File: src/rtl/pll_reset_sequencer_if.sv
// Signal bundle between the PLL reset sequencer and its surroundings (PLL pins, SoC reset, debug).
// master is the sequencer side; slave is the PLL/SoC/debug side that consumes its outputs.
interface pll_reset_sequencer_if #(
    parameter int ERR_W = 8
);
    logic             pll_locked_async;
    logic             clear_counts;
    logic             pll_resetb;
    logic             soc_reset;
    logic             ready;
    logic [2:0]       state;
    logic [ERR_W-1:0] retry_count;
    logic [ERR_W-1:0] lock_loss_count;

    modport master (
        input  pll_locked_async,
        input  clear_counts,
        output pll_resetb,
        output soc_reset,
        output ready,
        output state,
        output retry_count,
        output lock_loss_count
    );

    modport slave (
        output pll_locked_async,
        output clear_counts,
        input  pll_resetb,
        input  soc_reset,
        input  ready,
        input  state,
        input  retry_count,
        input  lock_loss_count
    );
endinterface

File: src/rtl/pll_reset_sequencer.sv
// Power-up sequencer for the iCE40 PLL: pulses RESETB, qualifies a synchronized LOCK,
// and releases the SoC reset only after lock has been stable and a hold time has passed.
module pll_reset_sequencer #(
    parameter int SYNC_STAGES        = 2,
    parameter int PLL_RST_CYCLES     = 16,
    parameter int LOCK_TIMEOUT       = 4096,
    parameter int LOCK_STABLE_CYCLES = 256,
    parameter int RESET_HOLD_CYCLES  = 64,
    parameter int CNT_W              = 16,
    parameter int ERR_W              = 8
) (
    input  logic                   clk,
    input  logic                   reset,
    pll_reset_sequencer_if.master  bus
);

    typedef enum logic [2:0] {
        PLL_RST   = 3'd0,
        WAIT_LOCK = 3'd1,
        STABLE    = 3'd2,
        HOLD      = 3'd3,
        RUN       = 3'd4
    } state_e;

    localparam logic [CNT_W-1:0] RST_LAST     = CNT_W'(PLL_RST_CYCLES - 1);
    localparam logic [CNT_W-1:0] TIMEOUT_LAST = CNT_W'(LOCK_TIMEOUT - 1);
    localparam logic [CNT_W-1:0] STABLE_LAST  = CNT_W'(LOCK_STABLE_CYCLES - 1);
    localparam logic [CNT_W-1:0] HOLD_LAST    = CNT_W'(RESET_HOLD_CYCLES - 1);

    state_e             state_q, state_d;
    logic [CNT_W-1:0]   cnt_q, cnt_d;
    logic [SYNC_STAGES-1:0] sync_q;
    logic               locked_s;
    logic               pll_resetb_q, soc_reset_q, ready_q;
    logic [ERR_W-1:0]   retry_q, loss_q;
    logic               retry_inc, loss_inc;

    assign locked_s = sync_q[SYNC_STAGES-1];

    always_comb begin
        state_d   = state_q;
        retry_inc = 1'b0;
        loss_inc  = 1'b0;
        case (state_q)
            PLL_RST: begin
                if (cnt_q == RST_LAST) state_d = WAIT_LOCK;
            end
            WAIT_LOCK: begin
                if (locked_s) begin
                    state_d = STABLE;
                end else if (cnt_q == TIMEOUT_LAST) begin
                    state_d   = PLL_RST;
                    retry_inc = 1'b1;
                end
            end
            STABLE: begin
                // A drop before qualification is treated as lock glitching, not a loss.
                if (!locked_s) state_d = WAIT_LOCK;
                else if (cnt_q == STABLE_LAST) state_d = HOLD;
            end
            HOLD: begin
                if (!locked_s) begin
                    state_d  = WAIT_LOCK;
                    loss_inc = 1'b1;
                end else if (cnt_q == HOLD_LAST) begin
                    state_d = RUN;
                end
            end
            RUN: begin
                if (!locked_s) begin
                    state_d  = WAIT_LOCK;
                    loss_inc = 1'b1;
                end
            end
            default: state_d = PLL_RST;
        endcase
        cnt_d = (state_d != state_q) ? '0 : cnt_q + 1'b1;
    end

    always_ff @(posedge clk) begin
        if (reset) begin
            state_q      <= PLL_RST;
            cnt_q        <= '0;
            sync_q       <= '0;
            pll_resetb_q <= 1'b0;
            soc_reset_q  <= 1'b1;
            ready_q      <= 1'b0;
            retry_q      <= '0;
            loss_q       <= '0;
        end else begin
            state_q      <= state_d;
            cnt_q        <= cnt_d;
            sync_q       <= {sync_q[SYNC_STAGES-2:0], bus.pll_locked_async};
            // Outputs follow the next state so they change on the same edge as state_q.
            pll_resetb_q <= (state_d != PLL_RST);
            soc_reset_q  <= (state_d != RUN);
            ready_q      <= (state_d == RUN);
            if (bus.clear_counts) retry_q <= '0;
            else if (retry_inc && (retry_q != '1)) retry_q <= retry_q + 1'b1;
            if (bus.clear_counts) loss_q <= '0;
            else if (loss_inc && (loss_q != '1)) loss_q <= loss_q + 1'b1;
        end
    end

    assign bus.pll_resetb      = pll_resetb_q;
    assign bus.soc_reset       = soc_reset_q;
    assign bus.ready           = ready_q;
    assign bus.state           = state_q;
    assign bus.retry_count     = retry_q;
    assign bus.lock_loss_count = loss_q;

endmodule

File: src/flat_wrapper.sv
// flat-port wrapper written by rule: the top's interface ports become plain ports
module pll_reset_sequencer_flat 
#(
    parameter int SYNC_STAGES        = 2,
    parameter int PLL_RST_CYCLES     = 16,
    parameter int LOCK_TIMEOUT       = 4096,
    parameter int LOCK_STABLE_CYCLES = 256,
    parameter int RESET_HOLD_CYCLES  = 64,
    parameter int CNT_W              = 16,
    parameter int ERR_W              = 8
)
  (clk, reset, bus_pll_locked_async, bus_clear_counts, bus_pll_resetb, bus_soc_reset, bus_ready, bus_state, bus_retry_count, bus_lock_loss_count);
  pll_reset_sequencer_if #(.ERR_W(ERR_W)) bus_i ();
  input  logic clk;
  input  logic reset;
  input wire logic [$bits(bus_i.pll_locked_async)-1:0] bus_pll_locked_async;
  input wire logic [$bits(bus_i.clear_counts)-1:0] bus_clear_counts;
  output wire logic [$bits(bus_i.pll_resetb)-1:0] bus_pll_resetb;
  output wire logic [$bits(bus_i.soc_reset)-1:0] bus_soc_reset;
  output wire logic [$bits(bus_i.ready)-1:0] bus_ready;
  output wire logic [$bits(bus_i.state)-1:0] bus_state;
  output wire logic [$bits(bus_i.retry_count)-1:0] bus_retry_count;
  output wire logic [$bits(bus_i.lock_loss_count)-1:0] bus_lock_loss_count;
  assign bus_i.pll_locked_async = bus_pll_locked_async;
  assign bus_i.clear_counts = bus_clear_counts;
  assign bus_pll_resetb = bus_i.pll_resetb;
  assign bus_soc_reset = bus_i.soc_reset;
  assign bus_ready = bus_i.ready;
  assign bus_state = bus_i.state;
  assign bus_retry_count = bus_i.retry_count;
  assign bus_lock_loss_count = bus_i.lock_loss_count;
  pll_reset_sequencer #(.SYNC_STAGES(SYNC_STAGES), .PLL_RST_CYCLES(PLL_RST_CYCLES), .LOCK_TIMEOUT(LOCK_TIMEOUT), .LOCK_STABLE_CYCLES(LOCK_STABLE_CYCLES), .RESET_HOLD_CYCLES(RESET_HOLD_CYCLES), .CNT_W(CNT_W), .ERR_W(ERR_W)) u_core (.clk(clk), .reset(reset), .bus(bus_i));
endmodule
File: config.mk
export PLATFORM = sky130hd
export DESIGN_NAME = pll_reset_sequencer_flat
export DESIGN_NICKNAME = d
export VERILOG_FILES = /design/src/rtl/pll_reset_sequencer_if.sv /design/src/rtl/pll_reset_sequencer.sv /design/src/flat_wrapper.sv
export SDC_FILE = /design/constraint.sdc
export NUM_CORES = 1
export LEC_CHECK = 0
export ABC_AREA = 1
export BUFFER_PORTS_ARGS = -buffer_cell sky130_fd_sc_hd__buf_2
export CORE_ASPECT_RATIO = 1.75
export CORE_MARGIN = 1
export CORE_UTILIZATION = 55
export DETAILED_ROUTE_END_ITERATION = 8
export PLACE_DENSITY_LB_ADDON = 0.1
export SYNTH_ARGS = -nofsm -noshare
export SYNTH_HDL_FRONTEND = slang
export SYNTH_SLANG_ARGS = --single-unit
File: constraint.sdc
create_clock -name clk -period 2.2 [get_ports clk]
set_clock_uncertainty 0.1 [all_clocks]
set_input_delay 0.44 -clock clk [delete_from_list [all_inputs] [get_ports clk]]
set_output_delay 0.44 -clock clk [all_outputs]
set_load 0.1 [all_outputs]
## Word-level counts from Yosys, hierarchy flattened

Index checks and enable logic that the tools add are counted.

- Output and inout bits: 22
- Bits in registers: 40

- Equality and inequality tests: 13
- Mux-type cells: 14
- Reductions and logical operators: 7
- Add/sub/neg operators: 3

Operator list:

| kind | count |
|---|---|
| two-way mux 3 bit | 8 |
| adder 16 x 1 -> 16 bit (second input constant) | 1 |
| adder 8 x 1 -> 8 bit (second input constant) | 2 |
| equality test 16 x 12 -> 1 bit (second input constant) | 1 |
| equality test 16 x 4 -> 1 bit (second input constant) | 1 |
| equality test 16 x 6 -> 1 bit (second input constant) | 1 |
| equality test 16 x 8 -> 1 bit (second input constant) | 1 |
| inequality test 8 bit (second input constant) | 2 |
| one-hot mux 3 bit (5 select lines) | 1 |
| equality test 3 x 2 -> 1 bit (second input constant) | 2 |
| equality test 3 bit (second input constant) | 2 |
| OR reduction 2 bit | 3 |
| two-way mux 1 bit | 5 |
| equality test 3 x 1 -> 1 bit (second input constant) | 1 |
| zero test 3 bit | 1 |
| inequality test 3 bit | 1 |
| inequality test 3 bit (second input constant) | 1 |
| nonzero test 3 bit | 1 |
| logical AND 1 bit | 2 |

## Longest topological paths before layout

- Word-level depth: 6
- Depth in mapped cells: 14
- Gate-level depth less buffers: 13

## Worst setup path after synthesis

No wires, ideal clock.

- Path kind: register -> register
- Start point: register u_core.state_q[1], in the netlist u_core.bus.state[1]
- End point: register u_core.loss_q[5], in the netlist u_core.bus.lock_loss_count[5]
- Arrival: 2.178 ns
- Slack: -0.201 ns
- Data required time: 1.977 ns
- Period minus slack after synthesis: 2.401 ns
- Stages on the path, launching flop included: 10
- Cells stage by stage: dfxtp_1 inv_1 nor2_2 nand2_1 o21ai_2 nand3_2 nor3_1 nand2_1 o21ai_0 a21oi_1

- Longest elaborated chain between the ends: 4
- Elaborated cells between the ends (all ways): 5
- Classes of those cells: eq/ne (2); mux (1); reduce/logical (2)

RTL lines:

| what | RTL line | source |
|---|---|---|
| start: declaration | pll_reset_sequencer.sv:30 | `state_e state_q, state_d;` |
| start signal: assignment | pll_reset_sequencer.sv:91 | `state_q <= state_d;` |
| equality test 3 x 2 -> 1 bit / equality test 3 bit (equally long branches) | pll_reset_sequencer.sv:44 | `case (state_q)` |
| OR reduction 2 bit (no source line) * | n/a |  |
| two-way mux 1 bit * | n/a |  |
| logical AND 1 bit * | pll_reset_sequencer.sv:101 | `else if (loss_inc && (loss_q != '1)) loss_q <= loss_q + 1'b1;` |
| end signal: assignment | pll_reset_sequencer.sv:101 |  |
| end: declaration | pll_reset_sequencer.sv:35 | `logic [ERR_W-1:0] retry_q, loss_q;` |

Mark *: on every way between the ends. The rest lies on a longest branch, timed or not.
A chain may end at the register's enable or synchronous reset.

## Final worst setup path

- Start point: register u_core.cnt_q[0]
- End point: register u_core.cnt_q[0]

- Longest elaborated chain between the ends: 6
- Elaborated cells between the ends (all ways): 15
- Classes of those cells: add/sub (1); eq/ne (5); mux (8); reduce/logical (1)

RTL lines:

| what | RTL line | source |
|---|---|---|
| start: declaration | pll_reset_sequencer.sv:31 | `logic [CNT_W-1:0] cnt_q, cnt_d;` |
| start signal: assignment | pll_reset_sequencer.sv:92 | `cnt_q <= cnt_d;` |
| equality test 16 x 6 -> 1 bit, or another cell as far along | pll_reset_sequencer.sv:65 | `end else if (cnt_q == HOLD_LAST) begin` |
| two-way mux 3 bit, on equally long branches | pll_reset_sequencer.sv:65, pll_reset_sequencer.sv:51, pll_reset_sequencer.sv:59 |  |
| two-way mux 3 bit, on equally long branches | pll_reset_sequencer.sv:62, pll_reset_sequencer.sv:49, pll_reset_sequencer.sv:58 |  |
| one-hot mux 3 bit (5 select lines) | pll_reset_sequencer.sv:44 |  |
| inequality test 3 bit | pll_reset_sequencer.sv:77 | `cnt_d = (state_d != state_q) ? '0 : cnt_q + 1'b1;` |
| OR reduction 2 bit (no source line) | n/a |  |

Parallel ways exist; a longest one is shown, timed or not.

==> impl_metrics.json <==
{
  "status": "completed",
  "rsz0062_at_grt": "no",
  "avgViaCountPerCell": 4.93,
  "top_usage_layer": "met2",
  "fillers": 330,
  "grt_pass1_wl_um": 6490,
  "cp.required_ps": 2320,
  "drt_iter0_markers": 20,
  "drive_gt1_share_pct": 21.5,
  "max_slew_margin_pct": 67.8,
  "path_clk_slew_ps": 70,
  "min_period_ps": 1980,
  "initial_utilization_pct": 58.4,
  "final_max_slew_viol_count": 0,
  "grt_antenna_before_repair": 0,
  "grtUsageMet2_pct": 44.1,
  "cts.sinks": 40,
  "end_kind": "register",
  "ir_drop_mv": 0.683,
  "ctsRootBufferMaster": "clkbuf_8",
  "timing.fmax_mhz": 506,
  "cts_setup_buffers": 0,
  "finalHoldViolCount": 0,
  "tightest_slew_ps": 486,
  "final_area_mm2": 0.00228,
  "htreeDepth": 2,
  "min_path_type": "input pin to register",
  "ys_seq_area_share_pct": 40.0,
  "ys_ff_latch": 40,
  "p_leak_nw": 0.980,
  "insertion_delay_ps": 290,
  "io_pins": 26,
  "yosysTopAreaCellShare_pct": 40.0,
  "syn_inst": 274,
  "cellPowerDensity_mw_per_mm2": 552,
  "period_share_pct": 89.9,
  "cap_violations": 0,
  "globalRouteOverflowTotal": 0,
  "path_class": "register to register",
  "vias": 1737,
  "final_common_cell": "nand2_1",
  "syn2layout_area_growth_pct": 13.9,
  "syn-num-nets": 281,
  "start_kind": "register",
  "final_cell_mix": "nand2_1, inv_1, nor2_1, dfxtp_1, buf_2",
  "coreArea_mm2": 0.00343,
  "routed_wl_um": 3960,
  "place_hpwl_um": 3160,
  "synthDistinctLibCells": 25,
  "postSynthAreaPerCell_um2": 7.32,
  "rows": 28,
  "rrSetupSlack_ps": 220,
  "cts_resized": 0,
  "firstDrtPassIters": 4,
  "grt_util_met3_pct": 5.93,
  "cts_tree": "done",
  "first_global_vias": 1611,
  "io_buffers": 25,
  "cts_inserted_buffers": 5,
  "cp.arrival_ps": 2100,
  "cts.path.max_buffers": 2,
  "netlist_area_mm2": 0.00200,
  "grt_max_degree": 17,
  "routabilityCongestion": 0.805,
  "wl_per_cell_um": 11.3,
  "nets": 313,
  "fin_util_pct": 66.5,
  "synth_area_leaders": "dfxtp_1, nand2_1, inv_1",
  "antenna_cells": 0,
  "grt_util_met1_pct": 22.3,
  "fin_tns_setup_ps": 0,
  "ys_warn_count": 0,
  "grt_usage_pct": 23.5,
  "dieArea_mm2": 0.00390,
  "die_h_um": 81.9,
  "die_w_um": 47.6,
  "path_max_fanout": 16,
  "final_antenna_net_count": 0,
  "placed_area_mm2": 0.00219,
  "post-route-drc-count": 0,
  "setup_viol": 0,
  "ctsHoldBuffers": 0,
  "netlist.top_cell.by_area": "dfxtp_1"
}
==> layout make-up <==
class	instances	area [um^2]	area share, %
Timing Repair Buffer	26	133	5.81
Tap cell	45	56.3	2.47
Multi-Input combinational cell	191	1030	45.3
Clock buffer	8	90.1	3.95
Sequential cell	40	811	35.5
Inverter	42	158	6.91
==> sequential cells by signal, indices dropped and copies added (netlist names) <==
register / cells
u_core.bus.lock_loss_count: 8
u_core.bus.pll_resetb: 1
u_core.bus.ready: 1
u_core.bus.retry_count: 8
u_core.bus.soc_reset: 1
u_core.bus.state: 3
u_core.cnt_q: 16
u_core.sync_q: 2
==> Yosys cell counts, drive strengths merged <==
| cell type | count |
|---|---|
| o21ai | 11 |
| or2 | 2 |
| nand4 | 6 |
| xnor2 | 9 |
| clkinv | 1 |
| nand2 | 51 |
| ha | 3 |
| dfxtp | 40 |
| and3 | 2 |
| nor2 | 48 |
| nor4 | 2 |
| nand3 | 19 |
| a21oi | 16 |
| nor3 | 12 |
| xor2 | 10 |
| inv | 41 |
| buf | 1 |
==> worst paths after layout <==
| check | startpoint | to | cells past startpoint |
|---|---|---|---|
| worst min register to register | u_core.sync_q[0]$_SDFF_PP0_ | u_core.sync_q[1]$_SDFF_PP0_ | 2 |
| worst min-delay path | bus_pll_locked_async | u_core.sync_q[0]$_SDFF_PP0_ | 3 |
| worst max register to register | u_core.cnt_q[0]$_SDFF_PP0_ | u_core.cnt_q[0]$_SDFF_PP0_ | 13 |
| worst max-delay path | u_core.cnt_q[0]$_SDFF_PP0_ | u_core.cnt_q[0]$_SDFF_PP0_ | 13 |
==> worst max-delay path: stages, from the launching register on <==
cell     delay (ps)
dfxtp_1         370
ha_1            210
nand2_1          60
nor2_1          130
nand2_2         120
nor2_4          120
nand3_2          80
nand2_1          80
nand2_1          60
nand2_2          70
nand2_2          60
nand2_2          70
nand3_4         210
nor2_1          160
==> layer usage <==
metal / part of all wire, % / vias up
met2: 57 / 18
met4: 1.6 / 0
met5: 0 / -
li1: - / 936
met3: 2.0 / 6
met1: 39 / 777
==> metrics by stage <==
step	hold WS, ps	power, mW	setup WS [ps]	cells
after floorplan	288	0.778	0.717	274
after global placement	300	0.788	282	344
after detailed placement	317	0.789	217	344
after CTS	246	1.28	199	352
after global routing	261	1.31	16.8	352
final	256	1.26	223	352
==> power breakdown <==
part,internal [mW],switching [mW]
Sequential,0.730,0.00552
Combinational,0.0124,0.0236
Clock,0.256,0.232
Total,0.998,0.261
==> cells by family (layout without fill, tap and decap cells) <==
| family | Yosys count | in the layout | synth area share (%) |
|---|---|---|---|
| AND/OR/NAND/NOR | 142 | 142 | 34.5 |
| adder cells (fa/ha/maj) | 3 | 3 | 1.87 |
| flip-flops | 40 | 40 | 40.0 |
| buffers and inverters | 43 | 76 | 8.43 |
| XOR/XNOR | 19 | 19 | 8.30 |
| AO/OA/AOI/OAI | 27 | 27 | 6.93 |
Note: power is estimated with default switching activity, not from simulation.
